### config.mk
export PLATFORM = sky130hd
export DESIGN_NAME = reaction_timer_bcd
export DESIGN_NICKNAME = d
export VERILOG_FILES = /design/src/rtl/reaction_timer_bcd.sv
export SDC_FILE = /design/constraint.sdc
export NUM_CORES = 1
export LEC_CHECK = 0
export CAP_MARGIN = 5
export CORE_ASPECT_RATIO = 1.1
export CORE_UTILIZATION = 31
export DETAILED_ROUTE_END_ITERATION = 10
export SETUP_SLACK_MARGIN = 0.4
export SLEW_MARGIN = 25
export SYNTH_ARGS = -nofsm -noshare
export SYNTH_HDL_FRONTEND = slang
export SYNTH_SLANG_ARGS = --single-unit
### constraint.sdc
create_clock -name clk -period 4.7 [get_ports clk]
set_input_delay 1.41 -clock clk [delete_from_list [all_inputs] [get_ports clk]]
set_output_delay 1.41 -clock clk [all_outputs]
set_load 0.03 [all_outputs]
### src/rtl/reaction_timer_bcd.sv
// -----------------------------------------------------------------------------
// reaction_timer_bcd
//
// Timing engine of the reaction game. A start press arms the game and loads a
// pseudo-random delay (MIN_DELAY_MS plus a masked LFSR value). When the delay
// has elapsed, GO is lit and a 4-digit BCD millisecond counter runs until the
// player presses react. Pressing react before GO is a foul, which blanks the
// display. The count saturates at 9999 and flags a timeout.
//
// Parameters
//   TICK_DIV     clk cycles per 1 ms tick (>= 2)
//   MIN_DELAY_MS fixed part of the pre-GO delay in ms (1..65535)
//   RAND_MASK    AND-mask applied to the LFSR to form the random delay part
//
// Ports
//   clk      system clock
//   reset    synchronous, active-high reset
//   start    start button level, synchronised to clk
//   react    react button level, synchronised to clk
//   go_led   high while in GO
//   foul     high while in FOUL
//   timeout  high in DONE when the count saturated at 9999
//   digit3   BCD thousands of ms (4'hF = blank)
//   digit2   BCD hundreds of ms
//   digit1   BCD tens of ms
//   digit0   BCD units of ms
// -----------------------------------------------------------------------------
module reaction_timer_bcd #(
  parameter int unsigned TICK_DIV     = 50000,
  parameter int unsigned MIN_DELAY_MS = 1000,
  parameter logic [15:0] RAND_MASK    = 16'h07FF
) (
  input  logic       clk,
  input  logic       reset,
  input  logic       start,
  input  logic       react,
  output logic       go_led,
  output logic       foul,
  output logic       timeout,
  output logic [3:0] digit3,
  output logic [3:0] digit2,
  output logic [3:0] digit1,
  output logic [3:0] digit0
);

  localparam int CW = (TICK_DIV > 2) ? $clog2(TICK_DIV) : 1;
  localparam logic [CW-1:0] TICK_LAST = CW'(TICK_DIV - 1);

  typedef enum logic [2:0] {
    IDLE,
    WAIT,
    GO,
    DONE,
    FOUL
  } state_t;

  state_t        state;
  logic          start_q;
  logic          react_q;
  logic [15:0]   lfsr;
  logic [CW-1:0] tick_cnt;
  logic [16:0]   delay;

  logic          start_press;
  logic          react_press;
  logic          tick;
  logic          lfsr_fb;
  logic [16:0]   delay_load;
  logic          at_max;
  logic [15:0]   bcd_inc;

  assign start_press = start & ~start_q;
  assign react_press = react & ~react_q;
  assign tick        = (tick_cnt == TICK_LAST);

  // Fibonacci taps 16,14,13,11; a non-zero seed keeps the register non-zero.
  assign lfsr_fb    = lfsr[15] ^ lfsr[13] ^ lfsr[12] ^ lfsr[10];
  assign delay_load = 17'(MIN_DELAY_MS) + {1'b0, lfsr & RAND_MASK};
  assign at_max     = (digit3 == 4'd9) && (digit2 == 4'd9) &&
                      (digit1 == 4'd9) && (digit0 == 4'd9);

  // BCD increment with ripple carry: each digit wraps 9->0 and carries on.
  // NOTE: every output of a combinational block gets a default before any
  // conditional assignment, otherwise a latch is inferred.
  always_comb begin
    logic carry;
    bcd_inc = {digit3, digit2, digit1, digit0};
    carry   = 1'b1;
    for (int i = 0; i < 4; i++) begin
      if (carry) begin
        if (bcd_inc[i*4 +: 4] == 4'd9) begin
          bcd_inc[i*4 +: 4] = 4'd0;
        end else begin
          bcd_inc[i*4 +: 4] = bcd_inc[i*4 +: 4] + 4'd1;
          carry             = 1'b0;
        end
      end
    end
  end

  // NOTE: sequential state uses non-blocking assignments so every register
  // samples pre-edge values; later assignments in this block override the
  // defaults above them (used for the tick-counter clear on transitions).
  always_ff @(posedge clk) begin
    if (reset) begin
      state    <= IDLE;
      start_q  <= 1'b1;  // a button held through reset release is not a press
      react_q  <= 1'b1;
      lfsr     <= 16'hACE1;
      tick_cnt <= '0;
      delay    <= '0;
      go_led   <= 1'b0;
      foul     <= 1'b0;
      timeout  <= 1'b0;
      digit3   <= 4'h0;
      digit2   <= 4'h0;
      digit1   <= 4'h0;
      digit0   <= 4'h0;
    end else begin
      start_q  <= start;
      react_q  <= react;
      lfsr     <= {lfsr[14:0], lfsr_fb};
      tick_cnt <= tick ? '0 : tick_cnt + CW'(1);

      unique case (state)
        IDLE, DONE, FOUL: begin
          if (start_press) begin
            state    <= WAIT;
            tick_cnt <= '0;
            delay    <= delay_load;
            go_led   <= 1'b0;
            foul     <= 1'b0;
            timeout  <= 1'b0;
            {digit3, digit2, digit1, digit0} <= 16'h0000;
          end
        end

        WAIT: begin
          // react takes priority over a coincident tick
          if (react_press) begin
            state    <= FOUL;
            tick_cnt <= '0;
            foul     <= 1'b1;
            {digit3, digit2, digit1, digit0} <= 16'hFFFF;
          end else if (tick) begin
            if (delay == 17'd1) begin
              state    <= GO;
              tick_cnt <= '0;
              go_led   <= 1'b1;
            end else begin
              delay <= delay - 17'd1;
            end
          end
        end

        GO: begin
          // react takes priority: no increment in the press cycle
          if (react_press) begin
            state    <= DONE;
            tick_cnt <= '0;
            go_led   <= 1'b0;
          end else if (tick) begin
            if (at_max) begin
              state    <= DONE;
              tick_cnt <= '0;
              go_led   <= 1'b0;
              timeout  <= 1'b1;
            end else begin
              {digit3, digit2, digit1, digit0} <= bcd_inc;
            end
          end
        end

        default: begin
          state    <= IDLE;
          tick_cnt <= '0;
        end
      endcase
    end
  end

endmodule

Word-level counts from Yosys, hierarchy flattened --
Index checks and enable logic that the tools add are counted.
Operators by class: $add $sub $neg 7, eq/ne operators 27, multiplexer cells 66, bitwise gates (word level) 7, reduce and logical (&&, ||, !) cells 17
Operators with widths (number):
- $mux 16 | 8
- $mux 4 | 21
- $mux 17 | 4
- $pmux 16 s3 | 1
- $pmux 4 s3 | 4
- $pmux 17 s2 | 1
- $reduce_and 7->1 | 4
- $ne 2x2->1 const B | 13
- $mux 3 | 7
- $eq 17x1->1 const B | 1
- $sub 17x1->17 const B | 1
- $add 16x1->16 const B | 1
- $add 4x1->4 const B | 4
- $eq 16x16->1 const B | 1
- $eq 4x4->1 const B | 4
- $mux 1 | 16
- $reduce_and 5->1 | 3
- $add 10x11->12 const A | 1
- $ne 3x3->1 const B | 4
- $pmux 3 s3 | 1
- $eq 3x2->1 const B | 2
- $reduce_and 6->1 | 1
- $pmux 1 s2 | 2
- $reduce_bool 2->1 | 2
- 11 further kinds | 17
Word-level totals: bits in registers 73, input port bits 4, logic and storage cells 137

Logic depth before layout (Yosys ltp) --
word-level depth 9, depth in mapped cells 10, gate-level depth less buffers 8

Least setup slack after synthesis --
OpenSTA, ideal clock, no wires.
path kind in2reg, from input port react, to register delay[16], setup time 0.070 ns, data arrival time 2.960 ns, data required time 4.630 ns, setup slack 1.670 ns, stages on the path 8, path through nor2b_1 clkbuf_1 nor2_1 a41oi_1 or2_1 buf_6 or4_1 a21boi_1
Between the ends: cells in the longest elaborated chain, start to end 3
Ends and longest elaborated chain:
- start: declaration | RTL line 36 | input logic react,
- $and 1x1->1 | RTL line 73 | assign react_press = react & ~react_q;
- $ne 2x2->1 (no line)
- $reduce_and 5->1 (no line)
- end signal: assignment | RTL line 130 | delay <= delay_load;
- end signal: assignment | RTL line 151 | delay <= delay - 17'd1;
- end: declaration | RTL line 62 | logic [16:0] delay;
Every way passes these cells. A chain may end at the register's enable or synchronous reset.

Final worst setup path --
from input port start, to register delay[16]
Between the ends: cells in the longest elaborated chain, start to end 3
Ends and longest elaborated chain:
- start: declaration | RTL line 35 | input logic start,
- $and 1x1->1 | RTL line 72 | assign start_press = start & ~start_q;
- $ne 2x2->1 (no line)
- $reduce_and 5->1 (no line)
Every way passes these cells.

==> run_results.csv <==
group,metric,value,unit
power_and_ir_drop,p_sw_frac,0.4144,
synthesis,ys_seq_elements,73,
timing,setup_violations,0,
setup_path,cp.required,4970,ps
timing,fin_ws,1247,ps
setup_path,worstPathMaxFanout,19,
setup_path,cp.arrival,3730,ps
grt,grt_max_degree,56,
setup_path,startpoint_type,"primary input",
synthesis,syn_avg_cell_area,8.418,µm²
cts,cts_resized,0,
setup_path,criticalPathCategory,"primary input to register",
setup_path,crit_buf_inv,1,
cts,clock_path_buffers,2,
timing,worst_pin_slew,1024,ps
grt,grt.overflow.total,0,
run_status,status,"finished, final reports clean",
synthesis,yosys_warnings,0,
power_and_ir_drop,power_density,602.0,mW/mm²
finish,area_delta_synth_final,15.55,%
grt,track_usage,0.1548,
timing,rsz0062_at_grt,"no",
cts,clk_pin_slew,60,ps
cts,cts_buffers,9,
finish,final_cell_mix,"dfxtp_1, nor2_1, a21oi_1, nand2_1, o21ai_0",
synthesis,synth_area,0.003839,mm²
setup_path,cp-end-kind,"register",
cts,cts_hold_buf,0,
cts,post-cts-setup-buffers,0,
timing,period_minus_slack,3453,ps
run,maxCapViolations,0,
floorplan,die_area,0.01283,mm²
grt,grt_pass1_wl,15610,µm
timing,maxSlewViolCount,0,
route,wl_per_cell,14.40,µm
route,postRouteAntennaNets,0,
floorplan,core-area,0.01203,mm²
synthesis,netlist_top_cells_area,"dfxtp_1, nor2_1, ha_1",
finish,nNetsFinal,486,
power_and_ir_drop,seqPwrFrac,0.322,
place,gp_routability_congestion,0.8668,
cts,insertion_delay,340,ps
timing,finalCritPeriodShare,0.7348,
finish,final_common_cell,"dfxtp_1",
grt,antenna_found_initial,0,
power_and_ir_drop,p_leak,1.605,nW
route,first_pass_iters,5,
synthesis,netlist.area_leader.share,0.3807,
finish,fin_util,0.3686,
route,drc,0,
timing,relSlewSlack,0.3174,
worst_hold_path,hold_class,"register to register",
floorplan,die_h,118.7,µm
cts,cts_tree,"built",
route,drt_iter0_markers,132,
floorplan,die_w,108.1,µm
setup_path,critPathTopFamily,"simple AND/OR/NAND/NOR gates",
cts,clock_sinks,73,
timing,setup_tns,0,ps
power_and_ir_drop,p_comb_frac,0.432,
timing,finalHoldViolCount,0,
synthesis,synth_top_cell_by_area,"dfxtp_1",
synthesis,synth_ff_type,"dfxtp_1",
synthesis,synth-async-reset-ratio,0,
synthesis,synth-edff-count,0,
setup_path,crit_path_top_delay_cell,"clkdlybuf4s50_1",
setup_path,crit_chain,"clkdlybuf4s50_1 -> nand2b_4 -> a211oi_2 -> o32ai_4 -> or2_1 -> or4_1 -> a21boi_1",
floorplan,top_level_ports,23,
place,numPortBuffers,22,
finish,num_antenna_cells,0,
route,num_vias,3346,
route,viasPerCell,5.328,
finish,drive_gt1_frac,0.09494,
synthesis,synth_fp_nets,472,
synthesis,ys_seq_area_frac,0.3807,
timing,skew,6.853,ps
route,wl,9044,µm
power_and_ir_drop,p_sw,1.106,mW
power_and_ir_drop,p_int,1.564,mW
setup_path,cp_slowest_stage_delay,550,ps
synthesis,syn_inst,456,
power_and_ir_drop,p_clk_frac,0.247,
place,dp_hpwl,6181,µm
power_and_ir_drop,power.total,2.670,mW
floorplan,start_util,0.3190,
cts,ctsHtreeMaxLevel,3,
grt,grt_pass1_vias,3176,
place,post-place-ws,876.6,ps
synthesis,synth_cell_types,63,
timing,timing.fmax,289.6,MHz
power_and_ir_drop,max-vdd-ir-drop,243.4,µV
cts,cts-root-buf,"clkbuf_16",
floorplan,row_count,42,
[cell usage after synthesis (4+ instances only)]
cell	number
nor3b_1	5
nand3b_1	8
or4_1	4
a211oi_1	6
clkbuf_1	16
a21oi_1	29
nand2b_1	7
or2_2	9
nor2b_1	11
mux2i_1	5
xnor2_1	11
nor2_1	54
or3_1	6
nand4_1	5
nor3_1	20
and3_1	9
ha_1	12
nand2_1	25
o32ai_1	4
nor4_1	7
xor2_1	13
a31oi_1	4
nand3_1	16
dfxtp_1	73
o21ai_0	25
inv_1	12
[path summary, 6_finish.rpt]
path | startpoint | end | slack (ps) | cells after the start
max | start | delay[16] | 1250 | 7
min | lfsr[14] | lfsr[15] | 410 | 1
max reg2reg | state[0] | delay[1] | 1700 | 6
min reg2reg | lfsr[14] | lfsr[15] | 410 | 1
[sequential cells by signal (all words and copies together) (netlist names)]
register  cells
digit2        4
go_led        1
foul          1
tick_cnt     16
start_q       1
timeout       1
state         3
react_q       1
delay        17
digit3        4
digit1        4
digit0        4
lfsr         16
[power by group through the flow]
| stage | sequential (mW) | combinational, mW | clock (mW) |
|---|---|---|---|
| after CTS | 0.856 | 1.16 | 0.677 |
| after floorplan | 0.890 | 0.869 | 0 |
| final | 0.858 | 1.15 | 0.658 |
| after detailed placement | 0.867 | 1.15 | 0 |
| after global routing | 0.876 | 1.29 | 0.700 |
| after global placement | 0.864 | 1.13 | 0 |
[through the flow]
step	cells	area, µm²	hold WS, ps
final	628	4436	406.5
after global routing	628	4436	433.9
after CTS	628	4436	408.3
after global placement	613	4158	394.6
after floorplan	456	3839	389.5
after detailed placement	613	4158	394.5
[metal layers]
metal,part of all wire,track usage,vias up
met5,0,0,-
met4,0.022,0.07363,0
met3,0.038,0.03199,15
met2,0.46,0.2365,76
met1,0.48,0.2055,1578
li1,-,-,1677
[final cells by class]
type / instances / area (µm²)
clock buffers: 11 / 232.7
clock inverters: 4 / 45.04
fillers: 1215 / 7599
inverters: 13 / 48.80
multi-input cells: 347 / 2210
flip-flops and latches: 73 / 1461
well taps: 154 / 192.7
repair buffers: 26 / 245.2
[logic make-up (layout without fill, tap and decap cells)]
family	count (synthesis)	in the layout	share of synthesized area
and+or+nand+nor	200	200	0.2806
xor gates and xnor gates	24	24	0.05476
muxes	5	5	0.01304
DFF	73	73	0.3807
AOI/OAI and AO/OA	106	106	0.1868
buffers and inverters	36	54	0.04498
adders and majority gates	12	12	0.03911
Power figures use the tool's default switching activity.
